`src/rtl/move_input_conditioner.sv`:
```
`default_nettype none
// ============================================================================
// Module   : move_input_conditioner
// Purpose  : Turns nine raw, bouncing cell push-buttons into clean one-cycle
//            move pulses for the tic_tac_toe board. Each button bit is
//            synchronised, the whole set is debounced, and only one press is
//            accepted at a time. A full release is required before the next
//            move. Moves are suppressed while the game is locked, and a stable
//            multi-button press raises a conflict pulse instead of a move.
// Ports    : clk        - system clock, rising edge
//            reset      - synchronous, active-low reset
//            btn_raw    - raw buttons, bit0=a .. bit8=i, asynchronous
//            lock       - game over; blocks move emission
//            a..i       - one-cycle move pulse per cell
//            move_valid - high together with any cell pulse
//            move_idx   - index 0..8 of the pulsed cell, 0 otherwise
//            conflict   - one-cycle pulse for a stable multi-button press
//            busy       - high whenever the block is not idle
// Revision : 1.0 - initial release
// ============================================================================
module move_input_conditioner #(
  parameter int DEBOUNCE_CYCLES = 4,
  parameter int CNT_W           = 8
) (
  input  logic       clk,
  input  logic       reset,
  input  logic [8:0] btn_raw,
  input  logic       lock,
  output logic       a,
  output logic       b,
  output logic       c,
  output logic       d,
  output logic       e,
  output logic       f,
  output logic       g,
  output logic       h,
  output logic       i,
  output logic       move_valid,
  output logic [3:0] move_idx,
  output logic       conflict,
  output logic       busy
);

  localparam logic [CNT_W-1:0] CNT_MAX = CNT_W'(DEBOUNCE_CYCLES - 1);

  typedef enum logic [2:0] {
    ST_IDLE     = 3'd0,
    ST_DEBOUNCE = 3'd1,
    ST_EMIT     = 3'd2,
    ST_CONFLICT = 3'd3,
    ST_WAIT_REL = 3'd4
  } state_t;

  logic [8:0]       sync1, s;
  state_t           state, state_n;
  logic [8:0]       cand, cand_n;
  logic [CNT_W-1:0] count, count_n;
  logic [8:0]       cells;
  logic [3:0]       cand_idx;
  logic             multi;

  // More than one bit set: clearing the lowest set bit leaves something.
  assign multi = (cand & (cand - 9'd1)) != 9'd0;

  assign {i, h, g, f, e, d, c, b, a} = cells;

  // Index of the (single) set bit in the captured vector.
  always_comb begin
    cand_idx = 4'd0;
    for (int k = 0; k < 9; k++) begin
      if (cand[k]) cand_idx = 4'(k);
    end
  end

  always_comb begin
    state_n = state;
    cand_n  = cand;
    count_n = count;
    case (state)
      ST_IDLE: begin
        if (s != 9'd0) begin
          cand_n  = s;
          count_n = '0;
          state_n = ST_DEBOUNCE;
        end
      end
      ST_DEBOUNCE: begin
        if (s != cand) begin
          // Bounce or changed button set: restart capture from idle.
          state_n = ST_IDLE;
          count_n = '0;
        end else if (count == CNT_MAX) begin
          // Decision edge; the multi-press check outranks lock.
          count_n = '0;
          if (multi)     state_n = ST_CONFLICT;
          else if (lock) state_n = ST_WAIT_REL;
          else           state_n = ST_EMIT;
        end else begin
          count_n = count + CNT_W'(1);
        end
      end
      ST_EMIT, ST_CONFLICT: begin
        state_n = ST_WAIT_REL;
        count_n = '0;
      end
      ST_WAIT_REL: begin
        // Only a run of all-released cycles ends the press; anything else
        // (including extra buttons) just restarts the run.
        if (s != 9'd0) begin
          count_n = '0;
        end else if (count == CNT_MAX) begin
          state_n = ST_IDLE;
          cand_n  = 9'd0;
          count_n = '0;
        end else begin
          count_n = count + CNT_W'(1);
        end
      end
      default: begin
        state_n = ST_IDLE;
        cand_n  = 9'd0;
        count_n = '0;
      end
    endcase
  end

  // Outputs are registered from the next state so they line up exactly
  // with the cycle the state register spends in EMIT / CONFLICT.
  always_ff @(posedge clk) begin
    if (!reset) begin
      sync1      <= 9'd0;
      s          <= 9'd0;
      state      <= ST_IDLE;
      cand       <= 9'd0;
      count      <= '0;
      cells      <= 9'd0;
      move_valid <= 1'b0;
      move_idx   <= 4'd0;
      conflict   <= 1'b0;
      busy       <= 1'b0;
    end else begin
      sync1      <= btn_raw;
      s          <= sync1;
      state      <= state_n;
      cand       <= cand_n;
      count      <= count_n;
      cells      <= (state_n == ST_EMIT) ? cand : 9'd0;
      move_valid <= (state_n == ST_EMIT);
      move_idx   <= (state_n == ST_EMIT) ? cand_idx : 4'd0;
      conflict   <= (state_n == ST_CONFLICT);
      busy       <= (state_n != ST_IDLE);
    end
  end

endmodule
`default_nettype wire

```
`config.mk`:
```
export PLATFORM = sky130hd
export DESIGN_NAME = move_input_conditioner
export DESIGN_NICKNAME = d
export VERILOG_FILES = /design/src/rtl/move_input_conditioner.sv
export SDC_FILE = /design/constraint.sdc
export NUM_CORES = 1
export LEC_CHECK = 0
export ABC_AREA = 1
export CAP_MARGIN = 30
export CORE_MARGIN = 1.5
export CORE_UTILIZATION = 56
export CTS_BUF_LIST = sky130_fd_sc_hd__clkbuf_8
export DETAILED_ROUTE_END_ITERATION = 10
export GPL_ROUTABILITY_DRIVEN = 0
export MAX_ROUTING_LAYER = met4
export PLACE_DENSITY = 0.86
export SLEW_MARGIN = 20
export SYNTH_ARGS = -nofsm -noshare
export SYNTH_HDL_FRONTEND = slang
export SYNTH_SLANG_ARGS = --single-unit
```
`constraint.sdc`:
```
create_clock -name clk -period 2.3 [get_ports clk]
set_clock_uncertainty 0.15 [all_clocks]
set_input_delay 0.46 -clock clk [delete_from_list [all_inputs] [get_ports clk]]
set_output_delay 0.46 -clock clk [all_outputs]
set_load 0.01 [all_outputs]
```
==> flow_metrics.env <==
export IMPL_postRouteAntennaNets=0
export IMPL_start_util=0.591
export IMPL_fin_ws_ns=0.345
export IMPL_fin_crit_sh=0.850
export IMPL_p_per_area_nw_per_um2=652
export IMPL_grt_pass1_wl_um=6620
export IMPL_routed_wl_um=3690
export IMPL_timing_critical_path_buf_inv=1
export IMPL_clkTransAtPathRegs_ns=0.10
export IMPL_drive_above_1_share=0.0507
export IMPL_peakVddDrop_v=0.000434
export IMPL_num_io_pins=28
export IMPL_slew_viol_final=0
export IMPL_ys_types=24
export IMPL_crit_arrival_ns=2.07
export IMPL_r2r_end="count[4]"
export IMPL_ctsLongestPathBuffers=2
export IMPL_grt_use_total=0.207
export IMPL_antenna_cells=0
export IMPL_startpoint_type="flop"
export IMPL_ys_seq_elements=53
export IMPL_crit_family="simple AND/OR/NAND/NOR gates"
export IMPL_cp_num_cells=8
export IMPL_setup_violations=0
export IMPL_grt_ovfl_total=0
export IMPL_netlist_area_um2=2180
export IMPL_dp_final_hpwl_um=2750
export IMPL_rows=22
export IMPL_crit_path_start="s[2]"
export IMPL_ys_top_cells_by_count="87 x nand2_1, 53 x dfxtp_1, 53 x inv_1"
export IMPL_worst_setup_path_end_kind="flop"
export IMPL_cts_hold_buf=0
export IMPL_pre_cts_ws_ns=0.365
export IMPL_first_pass_iters=5
export IMPL_synth_area_leader_cell="dfxtp_1"
export IMPL_maxCapViolCount=0
export IMPL_cts_repair_resized=0
export IMPL_via_per_inst=4.71
export IMPL_async_reset_ff_frac=0
export IMPL_ys_seq_area_frac=0.487
export IMPL_numPortBuffers=27
export IMPL_crit_type="flop to flop"
export IMPL_grt_start_max_net_pins=24
export IMPL_tightest_slew_ns=0.372
export IMPL_fin_nets=347
export IMPL_power_uw=1690
export IMPL_hold_viol_final=0
export IMPL_synth_top_flop_cell="dfxtp_1"
export IMPL_cts_num_sinks=53
export IMPL_cts_setup_buffers=0
export IMPL_path_max_fanout=10
export IMPL_grt_pass1_vias=1619
export IMPL_clk_latency_ns=0.31
export IMPL_grt_antenna_before_repair=0
export IMPL_cts_root_buffer="clkbuf_8"
export IMPL_drtIter0Drc=94
export IMPL_die_x_um=65.4
export IMPL_synth_edf_count=0
export IMPL_slowest_delay_ns=0.35
export IMPL_max_freq_mhz=511
export IMPL_die_area_um2=4270
export IMPL_die_y_um=65.4
export IMPL_area_growth_pct=19.1
export IMPL_worstRegToRegCells=8
export IMPL_hold_start="sync1[1]"
export IMPL_htree_levels=2
export IMPL_worst_path_max_delay_cell="dfxtp_1"
export IMPL_synth_fp_nets=315
export IMPL_drcViolationCount=0
export IMPL_yosys_area_top_type_share=0.487
export IMPL_reg2reg_slack_ns=0.34
export IMPL_finalSetupTns_ns=0
export IMPL_crit_path_end="count[4]"
export IMPL_hold_ws_ns=0.271
export IMPL_ys_warn_count=0
export IMPL_synth_area_per_cell_um2=7.21
export IMPL_min_period_ns=1.96
export IMPL_worstPathRequired_ns=2.41
export IMPL_vias=1804
export IMPL_slew_headroom=0.752
export IMPL_grt_setup_unrepaired="no"
export IMPL_p_leak_uw=0.00124
export IMPL_synth_area_top_cells="dfxtp_1 49%, nand2_1 15%, inv_1 9.1%"
export IMPL_yosysMostFrequentCell="nand2_1"
export IMPL_cts_tree="built"
export IMPL_syn_inst=302
export IMPL_crit_path_cell_trace="nor2_1, nand4_1, nor2_1, nand2_1, nand2_1, nand2_2, or2_1, inv_1"
export IMPL_cts_buffers=5
export IMPL_avgRoutedWirePerCell_um=9.62
export IMPL_r2r_start="s[2]"
export IMPL_hp_class="flop to flop"
export IMPL_outcome="completed"
export IMPL_core_area_um2=3690
[worst reg2reg max path: cells and delay by family (launching register included)]
kind | cells | cell delay (ns)
flops | 1 | 0.35
buf+inv | 1 | 0.05
simple gates | 7 | 1.35
[power breakdown]
part           internal [µW]  switching, µW  total, µW
combinational           69.2            110        179
clock                    226            317        543
sequential               946           22.1        968
total                   1240            449       1690
[sequential cells by signal, summed over array words and instances, names as in the netlist]
| name | cells |
|---|---|
| move_valid | 1 |
| sync1 | 9 |
| cells | 8 |
| move_idx | 4 |
| s | 9 |
| state | 3 |
| conflict | 1 |
| busy | 1 |
| cand | 9 |
| count | 8 |
[cells by family (layout without fill, tap and decap cells)]
group                    Yosys count  after routing  synth area share
adder cells (fa/ha/maj)            1              1           0.00574
XOR/XNOR                           8              8            0.0322
multiplexers                       1              1           0.00460
buffers and inverters             58             91             0.106
AND/OR/NAND/NOR                  160            160             0.311
AO/OA/AOI/OAI                     21             21            0.0534
flip-flops                        53             53             0.487
[worst min path at each step]
| stage | slack (ns) | endpoint | depth (start not counted) |
|---|---|---|---|
| finish | 0.27 | s[1] | 2 |
| global route | 0.29 | s[1] | 2 |
| global placement | 0.24 | s[0] | 2 |
| CTS | 0.27 | s[1] | 2 |
| floorplan | 0.24 | s[0] | 2 |
| detailed placement | 0.25 | s[1] | 2 |
[routing by layer]
layer | vias to the layer above | global-route usage | wire, µm
met2 | 54 | 0.344 | 1730
met3 | 9 | 0.0565 | 224
met5 | - | - | 0
li1 | 972 | - | -
met1 | 769 | 0.239 | 1660
met4 | 0 | 0.0781 | 74
[cell usage in the layout (no fill, tap or decap), drive strengths merged]
master         instances
a21oi                 13
buf                    3
clkbuf                 5
clkdlybuf4s50         27
dfxtp                 53
ha                     1
inv                   56
mux2i                  1
nand2                 88
nand3                 12
nand3b                 1
nand4                  7
nor2                  48
nor3                   2
nor3b                  1
o21ai                  8
or2                    1
xor2                   8
[per-stage QoR]
stage           util  cells  instance area [µm²]
2_1_floorplan      -    302                 2180
3_3_place_gp   0.677    375                 2500
3_5_place_dp   0.677    375                 2500
4_1_cts        0.703    383                 2590
5_1_grt        0.703    383                 2590
6_report       0.703    383                 2590
[final cells by class]
type / count / area, µm²
timing repair buffer: 30 / 293
fill: 302 / 1090
clock buffer: 5 / 68.8
clock inverter: 3 / 26.3
multi-input combinational: 191 / 886
inverter: 53 / 199
sequential: 53 / 1060
tap: 48 / 60.1
No activity file was read; power rests on OpenSTA's default activity.
